## src/rtl/fetch_stage.sv

```systemverilog
// Instruction-fetch stage: owns the fetch PC, runs the imem handshake with at most one request
// in flight, buffers responses in a small FIFO for decode. Optional counters: FETCH_PERF_CNT_EN.
module fetch_stage #(
  parameter logic [31:0] RESET_PC  = 32'h0000_0000,
  parameter int unsigned BUF_DEPTH = 2,
  parameter logic [31:0] NOP_INSTR = 32'h0000_0013
) (
  input  logic        clk,
  input  logic        rst,
  output logic        imem_req,
  output logic [31:0] imem_addr,
  input  logic        imem_gnt,
  input  logic        imem_rvalid,
  input  logic [31:0] imem_rdata,
  input  logic        stall_ID,
  input  logic        redirect_EX,
  input  logic [31:0] redirect_pc_EX,
  output logic [31:0] instr_ID,
  output logic [31:0] pc_ID,
  output logic [31:0] pc_plus4_ID,
  output logic        valid_ID,
  output logic        err_IF,
  output logic [31:0] perf_stall_cnt,
  output logic [31:0] perf_squash_cnt
);

  localparam int unsigned AW = (BUF_DEPTH > 1) ? $clog2(BUF_DEPTH) : 1;
  localparam int unsigned CW = AW + 1;

  typedef enum logic [1:0] {S_IDLE, S_RUN, S_SQUASH} state_t;

  state_t        state, state_nx;
  logic [31:0]   fetch_pc, pending_pc;
  logic          outstanding, discard;
  logic [31:0]   buf_instr [BUF_DEPTH];
  logic [31:0]   buf_pc    [BUF_DEPTH];
  logic [AW-1:0] rd_ptr, wr_ptr;
  logic [CW-1:0] count;
  logic          rsp, push, pop, grant, full;

  // rvalid is only meaningful with a request in flight, which also masks the post-reset cycle
  assign rsp      = imem_rvalid & outstanding;
  assign full     = (count == CW'(BUF_DEPTH));
  assign valid_ID = (count != '0);
  assign push     = rsp & ~discard & ~redirect_EX;
  assign pop      = valid_ID & ~stall_ID & ~redirect_EX;
  assign grant    = imem_req & imem_gnt;

  assign imem_addr   = fetch_pc;
  assign instr_ID    = valid_ID ? buf_instr[rd_ptr] : NOP_INSTR;
  assign pc_ID       = valid_ID ? buf_pc[rd_ptr] : 32'h0000_0000;
  assign pc_plus4_ID = pc_ID + 32'd4;

  always_ff @(posedge clk or negedge rst) begin
    if (!rst) state <= S_IDLE;
    else      state <= state_nx;
  end

  always_comb begin
    state_nx = state;
    imem_req = 1'b0;
    unique case (state)
      S_IDLE: state_nx = S_RUN;
      S_RUN: begin
        imem_req = ~outstanding & ~full & ~redirect_EX;
        if (redirect_EX && outstanding && !rsp) state_nx = S_SQUASH;
      end
      S_SQUASH: if (rsp) state_nx = S_RUN;
      default: state_nx = S_IDLE;
    endcase
  end

  always_ff @(posedge clk or negedge rst) begin
    if (!rst) begin
      fetch_pc    <= RESET_PC;
      pending_pc  <= '0;
      outstanding <= 1'b0;
      discard     <= 1'b0;
      err_IF      <= 1'b0;
    end else begin
      if (redirect_EX)  fetch_pc <= {redirect_pc_EX[31:2], 2'b00};
      else if (grant)   fetch_pc <= fetch_pc + 32'd4;
      if (grant)        pending_pc <= fetch_pc;
      if (grant)        outstanding <= 1'b1;
      else if (rsp)     outstanding <= 1'b0;
      // a response landing in the redirect cycle is already dropped, so no discard is armed
      if (redirect_EX && outstanding && !rsp) discard <= 1'b1;
      else if (rsp && discard)                discard <= 1'b0;
      if (redirect_EX && (redirect_pc_EX[1:0] != 2'b00)) err_IF <= 1'b1;
    end
  end

  always_ff @(posedge clk or negedge rst) begin
    if (!rst) begin
      rd_ptr <= '0;
      wr_ptr <= '0;
      count  <= '0;
    end else if (redirect_EX) begin
      rd_ptr <= '0;
      wr_ptr <= '0;
      count  <= '0;
    end else begin
      if (push) wr_ptr <= wr_ptr + AW'(1);
      if (pop)  rd_ptr <= rd_ptr + AW'(1);
      count <= count + CW'(push) - CW'(pop);
    end
  end

  always_ff @(posedge clk) begin
    if (push) begin
      buf_instr[wr_ptr] <= imem_rdata;
      buf_pc[wr_ptr]    <= pending_pc;
    end
  end

  a_no_overflow: assert property (@(posedge clk) disable iff (!rst) !(push && full && !pop));

`ifdef FETCH_PERF_CNT_EN
  logic [31:0] stall_cnt, squash_cnt;
  logic [32:0] squash_sum;

  always_comb begin
    squash_sum = {1'b0, squash_cnt};
    if (redirect_EX)                         squash_sum = squash_sum + 33'(count);
    if (rsp && (discard || redirect_EX))     squash_sum = squash_sum + 33'd1;
  end

  always_ff @(posedge clk or negedge rst) begin
    if (!rst) begin
      stall_cnt  <= '0;
      squash_cnt <= '0;
    end else begin
      if (valid_ID && stall_ID && (stall_cnt != '1)) stall_cnt <= stall_cnt + 32'd1;
      squash_cnt <= squash_sum[32] ? '1 : squash_sum[31:0];
    end
  end

  assign perf_stall_cnt  = stall_cnt;
  assign perf_squash_cnt = squash_cnt;
`else
  assign perf_stall_cnt  = '0;
  assign perf_squash_cnt = '0;
`endif

endmodule

```

## config.mk

```make
export PLATFORM = sky130hd
export DESIGN_NAME = fetch_stage
export DESIGN_NICKNAME = d
export VERILOG_FILES = /design/src/rtl/fetch_stage.sv
export SDC_FILE = /design/constraint.sdc
export NUM_CORES = 1
export LEC_CHECK = 0
export BUFFER_PORTS_ARGS = -buffer_cell sky130_fd_sc_hd__buf_2
export CAP_MARGIN = 20
export CELL_PAD_IN_SITES_DETAIL_PLACEMENT = 1
export CELL_PAD_IN_SITES_GLOBAL_PLACEMENT = 2
export CORE_UTILIZATION = 34
export CTS_BUF_LIST = sky130_fd_sc_hd__clkbuf_8
export CTS_CLUSTER_SIZE = 24
export DETAILED_ROUTE_END_ITERATION = 16
export PLACE_DENSITY_LB_ADDON = 0.1
export SETUP_SLACK_MARGIN = 0.05
export SYNTH_ARGS = -nofsm -noshare
export SYNTH_HDL_FRONTEND = slang
export SYNTH_SLANG_ARGS = --single-unit
```

## constraint.sdc

```tcl
create_clock -name clk -period 5.3 [get_ports clk]
set_input_delay 0 -clock clk [delete_from_list [all_inputs] [get_ports clk]]
set_output_delay 0 -clock clk [all_outputs]
set_load 0.02 [all_outputs]
```

==> results of run 1 <==
==> logic make-up after synthesis <==
logic type / share of synthesized area (%)
simple gates: 16.8
compound gates: 6.44
xor+xnor: 2.98
fa+ha+maj: 0.533
mux: 6.72
buf+inv: 8.48
flops: 58.0
other cells: 0.0399
==> synthesized netlist by cell type, drive strengths merged, types with 2 or more instances <==
library cell / count
nand3b: 6
edfxtp: 124
nand2: 135
ha: 4
nand4: 18
or4: 2
a211oi: 5
xnor2: 11
a31oi: 2
and2: 8
nor2: 80
xor2: 21
o21ai: 30
or3: 4
nand2b: 6
o211ai: 8
o311ai: 11
nor3: 17
clkbuf: 14
nor2b: 4
nand3: 22
and3: 5
inv: 14
a221o: 4
mux2i: 62
nor4: 8
buf: 95
a21oi: 11
a22oi: 4
nor4b: 2
dfrtp: 69
a21o: 3
==> metrics by stage <==
stage	area [µm²]	utilization [%]	setup slack [ns]
floorplan	9660	-	1.36
global placement	10400	38.5	2.23
detailed placement	10400	38.5	2.18
CTS	11500	42.5	1.67
global route	11500	42.5	1.44
finish	11500	42.5	1.78
==> worst min-delay path, stage by stage <==
cell	delay [ns]
buf_2	0.09
nand3b_1	0.07
buf_4	0.32
o21ai_0	0.16
==> layer usage <==
metal | vias up | global-route usage [%]
met3 | 14 | 3.34
met5 | - | 0
met4 | 2 | 3.56
li1 | 3271 | -
met1 | 3276 | 25.1
met2 | 197 | 25.5
==> flip-flops by register name, summed over array words and instances, names as in the netlist <==
| signal | flops |
|---|---|
| rd_ptr | 1 |
| wr_ptr | 1 |
| buf_instr | 64 |
| err_IF | 1 |
| pending_pc | 30 |
| buf_pc | 60 |
| outstanding | 1 |
| discard | 1 |
| imem_addr | 30 |
| state | 2 |
| count | 2 |
==> power groups by stage <==
stage	registers, W	clock network, W	logic (W)
finish	0.00206	0.000966	0.000800
global route	0.00209	0.00106	0.000891
CTS	0.00206	0.00100	0.000811
detailed placement	0.00209	0	0.000764
global placement	0.00208	0	0.000755
floorplan	0.00203	0	0.000550
==> worst min path at each step <==
stage,cells past startpoint,to,slack (ns)
global route,2,buf_instr[1][10]$_DFFE_PP_,0.22
global placement,1,buf_instr[0][26]$_DFFE_PP_,0.19
finish,4,outstanding$_DFFE_PN0P_,0.23
floorplan,0,count[0]$_DFF_PN0_,-0.30
detailed placement,1,buf_instr[0][28]$_DFFE_PP_,0.19
CTS,2,buf_instr[1][5]$_DFFE_PP_,0.22
==> repair_timing <==
action,CTS,global route
endpoints found under the hold margin,172,0
setup buffers,0,0
hold buffers,69,0
==> layout make-up <==
cell class	instances	share of cell area, %
Sequential cell	193	47.4
Multi-Input combinational cell	575	29.8
Timing Repair Buffer	273	15.1
Tap cell	341	3.71
Clock buffer	18	2.16
Clock inverter	14	1.27
Inverter	14	0.457
==> run summary, run 1 <==
outcome -> finished clean
fin nets -> 1148
pwr/cell area -> 333 nW/µm²
1st-pass router iterations -> 4
DRT antenna net count -> 0
sequential fraction of the synthesis area -> 58.0%
Vias/cell -> 4.73
HP Class -> input pin to flop
area leader, netlist -> edfxtp_1
met1 wire length -> 12100 µm
Port Buffers -> 194
min cycle time layout -> 3.52 ns
worst reg2reg endpoint -> buf_instr[1][16]$_DFFE_PP_
core area -> 27000 µm²
final setup vio count -> 0
Seq pwr share -> 53.8%
Syn-to-layout area delta -> 22.3%
Final TNS setup -> 0 ns
Site Rows -> 60
gr usage total -> 16.9%
share of layout cells above drive strength 1 -> 23.9%
IO Count -> 265
die height -> 168 µm
Worst Reg-to-Reg Cells -> 4
Residual DRC -> 0
Initial Utilization -> 34.8%
Clock Path Buffers -> 2
initial antenna violation count -> 1
area of the multi-input gates -> 3430 µm²
FF-to-FF Start -> outstanding$_DFFE_PN0P_
Combinational Power Share -> 20.9%
critical path type -> flop to output port
Post-Syn Area -> 9400 µm²
Die Wd -> 168 µm
synth top area cells -> edfxtp_1 (40%), dfrtp_1 (18%), mux2i_1 (6.6%), buf_4 (5.8%), nand2_1 (5.4%)
CP bufs+invs -> 2
Max Slew Vio Count -> 0
worst path cell trace -> buf_4, nand3_1, a211oi_4, nand4_4, nor4_4, xor2_1, buf_2
Slew headroom -> 37.1%
post-cts repair resize count -> 0
die area -> 28300 µm²
Syn Inst Count -> 822
switching power -> 0.00129 W
first-pass GRT wire length -> 37400 µm
RSZ-0062 raised after global routing -> no
DRT iter0 DRCs -> 393
Register Area -> 5450 µm²
vias in the first global route -> 6724
end point of the critical path -> pc_plus4_ID[31]
P_leak -> 4.87 nW
fmax -> 284 MHz
most frequent cells in the layout -> buf_2 (194), nand2_1 (135), edfxtp_1 (124)
DR WL met2 -> 10400 µm
CTS Buf Count -> 17
Vias -> 6760
most used flip-flop cell after synthesis -> edfxtp_1
CP peak stage delay -> 0.97 ns
gpl congestion -> 0.758
Post-Layout Cell Count -> 1428
Antenna Cells -> 0
TritonCTS clock tree -> yes
Post-synth EDFFs -> 124
fin crit share -> 66.4%
slowest CP cell -> dfrtp_4
met3 wire len -> 1080 µm
top sig layer -> met5
delay-heaviest family, CP -> flip-flops
WL per Instance -> 16.6 µm
Hold Vio Cnt, Final -> 0
Avg Cell Area, Syn -> 11.4 µm²
CP Depth -> 7
YS warnings -> 0
largest net degree at the start of global routing -> 70
Critical Path AT -> 3.52 ns
Internal Power -> 0.00253 W
max_cap viols -> 0
Critical Path RT -> 5.30 ns
top-area cell type share of the netlist area -> 39.6%
CP Launch Type -> flop
depth of the CTS H-tree -> 4
Root Buffer -> clkbuf_8
largest fanout on the critical path -> 52
Clk pwr share -> 25.3%
Total Power -> 0.00382 W
commonest non-fill, non-tap cell in the layout -> buf_2
worst hold margin -> 0.227 ns
dpl hpwl -> 16300 µm
Fillers -> 3065
Worst-Skew Late Latency -> 0.46 ns
hold path startpoint -> imem_gnt
crit end category -> output port
# placed instances -> 1327
clk_skew -> 0.0146 ns
ys async rst share -> 35.8%
aggregate global routing overflow -> 0
peak supply drop -> 0.127 mV
Slew @ Worst Pin -> 0.944 ns
#FFs+latches synth -> 193
flop-to-flop setup slack -> 2.65 ns
WL final -> 23700 µm
clock slew at reported path FFs -> 0.10 ns
Critical Path Start -> rd_ptr$_DFFE_PN0P_
Net Sw Frac -> 33.7%
Clock Sinks -> 193
post-synthesis cell type count -> 58
No activity file was read; power rests on OpenSTA's default activity.
==> inputs of run 2 (changes only) <==
- CORE_UTILIZATION: 34 -> 31
- clock period: 5.3 -> 3.1 ns (I/O delays scaled with it)
==> run 2 against run 1 <==
  * Non-clock buffer count is 14 higher
  * Sequential share of layout area is 0.99 points lower
  * Worst setup slack worse by 1.5 ns
  * Critical path depth is 2 higher
  * Final cell count is 4.5% higher
  * Sequential power is 69% higher
  * Utilization is 3.0 points lower
  * Critical endpoint is now pc_plus4_ID[22]
  * Highest routed layer is now met4
==> run summary, run 2 (synthesis gave the netlist of run 1 again) <==
DRT iter0 DRCs -> 409 (+4.1%)
fmax -> 349 MHz
most frequent cells in the layout -> buf_2 (194), nand2_1 (135), edfxtp_1 (124)
Vias -> 6843 (+1.2%)
dpl hpwl -> 17400 µm (+6.7%)
min cycle time layout -> 2.87 ns
die height -> 176 µm (+4.7%)
Syn-to-layout area delta -> 24.9%
share of layout cells above drive strength 1 -> 25.3% (+1.4 points)
# placed instances -> 1388 (+4.6%)
outcome -> finished clean
largest fanout on the critical path -> 7 (-87%)
fin crit share -> 92.5%
pwr/cell area -> 555 nW/µm² (+67%)
Antenna Cells -> 0 (unchanged)
core area -> 29700 µm² (+10%)
clk_skew -> 0.0195 ns (+0.00494 ns)
Initial Utilization -> 31.6% (-3.1 points)
1st-pass router iterations -> 4 (unchanged)
Fillers -> 3338 (+8.9%)
max reg flops -> 64 (unchanged)
Seq pwr share -> 53.6% (-0.2 points)
WL per Instance -> 16.6 µm (+0.19%)
Critical Path AT -> 2.87 ns (-0.65 ns)
Post-Layout Cell Count -> 1492 (+4.5%)
met1 Usage GRT -> 24.0% (-1.1 points)
fin nets -> 1163 (+1.3%)
Worst-Skew Late Latency -> 0.47 ns (about the same)
WL final -> 24800 µm (+4.7%)
Die Wd -> 176 µm (+4.7%)
Combinational Power Share -> 21.9% (+1.0 points)
Clock Path Buffers -> 2 (unchanged)
HP Class -> input pin to flop
peak supply drop -> 0.251 mV (+98%)
first-pass GRT wire length -> 38600 µm (+3.2%)
Biggest register -> buf_instr
Root Buffer -> clkbuf_8
RSZ-0062 raised after global routing -> yes
largest net degree at the start of global routing -> 39 (-44%)
met2 Use GR -> 23.7% (-1.7 points)
gr usage total -> 16.0% (-0.97 points)
clock slew at reported path FFs -> 0.11 ns (about the same)
Slew @ Worst Pin -> 0.834 ns (-0.110 ns)
crit end category -> output port
met3 usage -> 2.86% (-0.47 points)
aggregate global routing overflow -> 0 (unchanged)
biggest regs -> buf_instr (64), buf_pc (60)
Clock Sinks -> 193 (unchanged)
GRT Max-Usage Layer -> met1
Port Buffers -> 194 (unchanged)
Site Rows -> 63 (+5.0%)
depth of the CTS H-tree -> 4 (unchanged)
initial antenna violation count -> 0 (-1)
commonest non-fill, non-tap cell in the layout -> buf_2
P_leak -> 4.98 nW (+2.1%)
Internal Power -> 0.00426 W (+68%)
DRT antenna net count -> 0 (unchanged)
Critical Path RT -> 3.10 ns (-2.20 ns)
Max Slew Vio Count -> 0 (unchanged)
CP Launch Type -> flop
Place WS -> 0.489 ns (-1.69 ns)
Vias/cell -> 4.59 (-3.1%)
CTS Buf Count -> 17 (unchanged)
max_cap viols -> 0 (unchanged)
switching power -> 0.00226 W (+75%)
fin worst setup slack -> 0.231 ns (-1.55 ns)
Hold Vio Cnt, Final -> 0 (unchanged)
vias in the first global route -> 6828 (+1.5%)
Final Util -> 39.5% (-3.0 points)
IO Count -> 265 (unchanged)
critical path type -> flop to output port
Slew headroom -> 44.4% (+7.4 points)
TritonCTS clock tree -> yes
Clk pwr share -> 24.5% (-0.8 points)
Residual DRC -> 0 (unchanged)
Net Sw Frac -> 34.7% (+0.93 points)
die area -> 31000 µm² (+9.6%)
gpl congestion -> 0.713 (-6.0%)
final setup vio count -> 0 (unchanged)
run 2: worst paths after layout:
check                                                start                    endpoint  cells past startpoint  slack [ns]
worst max-delay path                    rd_ptr$_DFFE_PN0P_             pc_plus4_ID[22]                      9        0.23
worst min-delay path                              imem_gnt  pending_pc[17]$_DFFE_PN0P_                      4        0.11
worst max register to register    imem_addr[2]$_DFFE_PN0P_   imem_addr[28]$_DFFE_PN0P_                      6        0.72
worst min register to register  pending_pc[30]$_DFFE_PN0P_     buf_pc[1][30]$_DFFE_PP_                      0        0.47
max in group asynchronous                              rst        state[1]$_DFFE_PN0P_                      3        2.25
min in group asynchronous                              rst  pending_pc[25]$_DFFE_PN0P_                      2        0.16
run 2: layer usage:
metal,up-vias,wire [µm]
met1,3344,12700
met4,0,160
li1,3303,-
met3,11,1080
met2,185,10900
met5,-,0
run 2: cell type report:
class | count | area [µm²] | share of cell area (%)
clock buffers | 17 | 234 | 1.99
clock inverters | 15 | 144 | 1.23
inverters | 14 | 52.6 | 0.448
multi-input cells | 576 | 3490 | 29.8
flip-flops and latches | 193 | 5450 | 46.5
well taps | 390 | 488 | 4.16
repair buffers | 287 | 1870 | 15.9
run 2: critical path, cell delays in order, from the launching register on:
cell and delay (ns):
dfrtp_4 0.55, mux2_2 0.24, and2_1 0.16, ha_2 0.22
nor4b_4 0.27, buf_4 0.20, nand4_2 0.20, nor3_2 0.20
xor2_1 0.18, buf_2 0.19
run 2: repair_timing:
item,4_1_cts,5_1_grt
gates resized for setup,3,7
hold buffers,68,0
setup endpoints to repair,8,7
endpoints found under the hold margin,135,0
cloned,0,1
setup buffers,1,2
pin swaps,1,4
run 2: metrics by stage:
step	hold WS [ns]	power (W)	instance area [µm²]	setup TNS, ns
finish	0.113	0.00652	11700	0
global route	0.133	0.00690	11700	-0.0158
CTS	0.0949	0.00661	11700	0
detailed placement	0.155	0.00493	10600	0
global placement	0.157	0.00489	10600	0
floorplan	-0.296	0.00441	9660	-103.96
run 2: power groups by stage:
stage | logic [W] | clock network, W | registers, W
after floorplan | 0.000940 | 0 | 0.00347
after global placement | 0.00135 | 0 | 0.00355
after detailed placement | 0.00136 | 0 | 0.00356
after CTS | 0.00145 | 0.00167 | 0.00350
after global routing | 0.00159 | 0.00175 | 0.00356
final | 0.00143 | 0.00160 | 0.00349
==> inputs of run 3 (changes only) <==
- CORE_UTILIZATION: 31 -> 30
- CTS_BUF_LIST: sky130_fd_sc_hd__clkbuf_8 -> default
- CTS_CLUSTER_SIZE: 24 -> default
==> run 3 against run 2 <==
  * Final area up 2.2%
  * Worst hold slack better by 0.022 ns
  * Sequential power about the same
  * Worst setup slack got worse by 0.036 ns
  * Via count hardly changed
  * Die area is 3.3% higher
  * Sequential share of layout area decreased by 1.0 points
  * Largest power group unchanged
  * Critical path type unchanged
==> run summary, run 3 (synthesis gave the netlist of run 1 again) <==
Critical Path AT -> 2.90 ns (+0.03 ns)
Site Rows -> 64 (+1.6%)
fin nets -> 1170 (+0.60%)
CP Depth -> 10 (+1)
max_cap viols -> 0 (unchanged)
Slew @ Worst Pin -> 0.932 ns (+0.0986 ns)
depth of the CTS H-tree -> 4 (unchanged)
slowest CP cell -> dfrtp_4
vias in the first global route -> 7106 (+4.1%)
delay-heaviest family, CP -> simple AND/OR/NAND/NOR gates
Syn-to-layout area delta -> 27.7%
Post-Layout Cell Count -> 1505 (+0.87%)
critical path type -> flop to output port
gr usage total -> 16.5% (+0.57 points)
clk_skew -> 0.0126 ns (-0.00692 ns)
RSZ-0062 raised after global routing -> no
peak supply drop -> 0.371 mV (+48%)
fin crit share -> 93.7% (+1.2 points)
Max Slew Vio Count -> 0 (unchanged)
IO Count -> 265 (unchanged)
TritonCTS clock tree -> yes
Initial Utilization -> 30.6% (-0.98 points)
Worst Reg-to-Reg Cells -> 7 (+1)
Residual DRC -> 0 (unchanged)
Die Wd -> 179 µm (+1.6%)
Total Power -> 0.00702 W (+7.6%)
crit end category -> output port
Clock Path Buffers -> 2 (unchanged)
CP bufs+invs -> 3 (+1)
Antenna Cells -> 0 (unchanged)
Worst-Skew Late Latency -> 0.43 ns (-0.04 ns)
WL per Instance -> 17.2 µm (+3.4%)
Final Util -> 39.1% (-0.37 points)
share of layout cells above drive strength 1 -> 25.9% (+0.56 points)
most frequent cells in the layout -> buf_2 (195), nand2_1 (135), edfxtp_1 (124)
1st-pass router iterations -> 4 (unchanged)
clock slew at reported path FFs -> 0.08 ns (-0.03 ns)
P_leak -> 5.12 nW (+2.8%)
Critical Path RT -> 3.10 ns (about the same)
largest net degree at the start of global routing -> 62 (+59%)
dpl hpwl -> 17800 µm (+2.4%)
DRT iter0 DRCs -> 290 (-29%)
initial antenna violation count -> 0 (unchanged)
# placed instances -> 1390 (+0.14%)
biggest regs -> buf_instr (64), buf_pc (60)
Clock Sinks -> 193 (unchanged)
min cycle time layout -> 2.90 ns (+0.0363 ns)
first-pass GRT wire length -> 40600 µm (+5.2%)
final setup vio count -> 0 (unchanged)
core area -> 30700 µm² (+3.2%)
HP Class -> input pin to flop
DRT antenna net count -> 0 (unchanged)
Final TNS setup -> 0 ns (unchanged)
Vias -> 6847 (+0.058%)
CTS Buf Count -> 17 (unchanged)
WL final -> 25900 µm (+4.3%)
max reg flops -> 64 (unchanged)
Biggest register -> buf_instr
hold path depth -> 4 (unchanged)
worst path cell trace -> mux2_2, and2_1, ha_2, nor4b_4, buf_6, nand4_4, buf_12, nor4_4, xor2_1, buf_2
Port Buffers -> 194 (unchanged)
pwr/cell area -> 585 nW/µm² (+5.3%)
Slew headroom -> 37.9% (-6.6 points)
commonest non-fill, non-tap cell in the layout -> buf_2
die height -> 179 µm (+1.6%)
CP peak stage delay -> 0.53 ns (-0.02 ns)
Hold Vio Cnt, Final -> 0 (unchanged)
gpl congestion -> 0.702 (-1.5%)
die area -> 32000 µm² (+3.3%)
outcome -> finished clean
CP Launch Type -> flop
fin worst setup slack -> 0.195 ns (-0.0363 ns)
Root Buffer -> clkbuf_16
largest fanout on the critical path -> 6 (-1)
fmax -> 344 MHz (-1.2%)
Place WS -> 0.481 ns (-0.00798 ns)
aggregate global routing overflow -> 0 (unchanged)
Vias/cell -> 4.55 (-0.81%)
## run 3: cell count changes in the layout (fill, tap and decap cells not counted), sizes merged
cell	before	now
inv	21	22
clkinv	6	5
dlygate4sd3	68	69
buf	219	225
## run 3: worst min-delay path: stages
cell and delay [ns]:
buf_2 0.09, nand3b_1 0.12, buf_12 0.21, o21ai_0 0.10
## run 3: final cells by class
class	count	area, µm²
Tap cell	396	495
Timing Repair Buffer	294	1940
Sequential cell	193	5450
Multi-Input combinational cell	576	3510
Clock buffer	17	425
Fill cell	3465	18700
Inverter	14	52.6
Clock inverter	15	124
## run 3: worst paths after layout
| check | slack, ns | start | endpoint |
|---|---|---|---|
| setup / recovery | 0.20 | rd_ptr$_DFFE_PN0P_ | pc_plus4_ID[20] |
| hold / removal | 0.13 | imem_gnt | outstanding$_DFFE_PN0P_ |
| setup reg to reg | 0.80 | imem_addr[3]$_DFFE_PN0P_ | imem_addr[16]$_DFFE_PN0P_ |
| hold reg to reg | 0.47 | pending_pc[29]$_DFFE_PN0P_ | buf_pc[1][29]$_DFFE_PP_ |
| max in group asynchronous | 2.06 | rst | pending_pc[27]$_DFFE_PN0P_ |
| min in group asynchronous | 0.24 | rst | err_IF$_DFFE_PN0P_ |
## run 3: what timing repair did
item,CTS,global route
endpoints found under the hold margin,138,0
resized for setup,1,12
gates cloned,1,0
buffers inserted,3,10
pin swaps,1,4
setup endpoints to repair,4,8
hold buffers,69,0
## run 3: metal layers
metal,wire [µm],global-route usage [%],vias up,part of all wire [%]
met1,13100,24.5,3313,51
met2,11300,25.0,196,44
met5,0,0,-,0
met4,168,3.39,0,0.65
met3,1330,2.93,12,5.2
li1,-,-,3326,-
## run 3: metrics by stage
step	hold WS [ns]	instance area [µm²]
global route	0.177	12000
CTS	0.135	11800
floorplan	-0.296	9660
finish	0.134	12000
global placement	0.188	10600
detailed placement	0.193	10600
## run 3: where the power goes
| group | internal (W) | switching (W) |
|---|---|---|
| Sequential | 0.00316 | 0.000320 |
| Combinational | 0.000508 | 0.000939 |
| Clock | 0.00105 | 0.00103 |
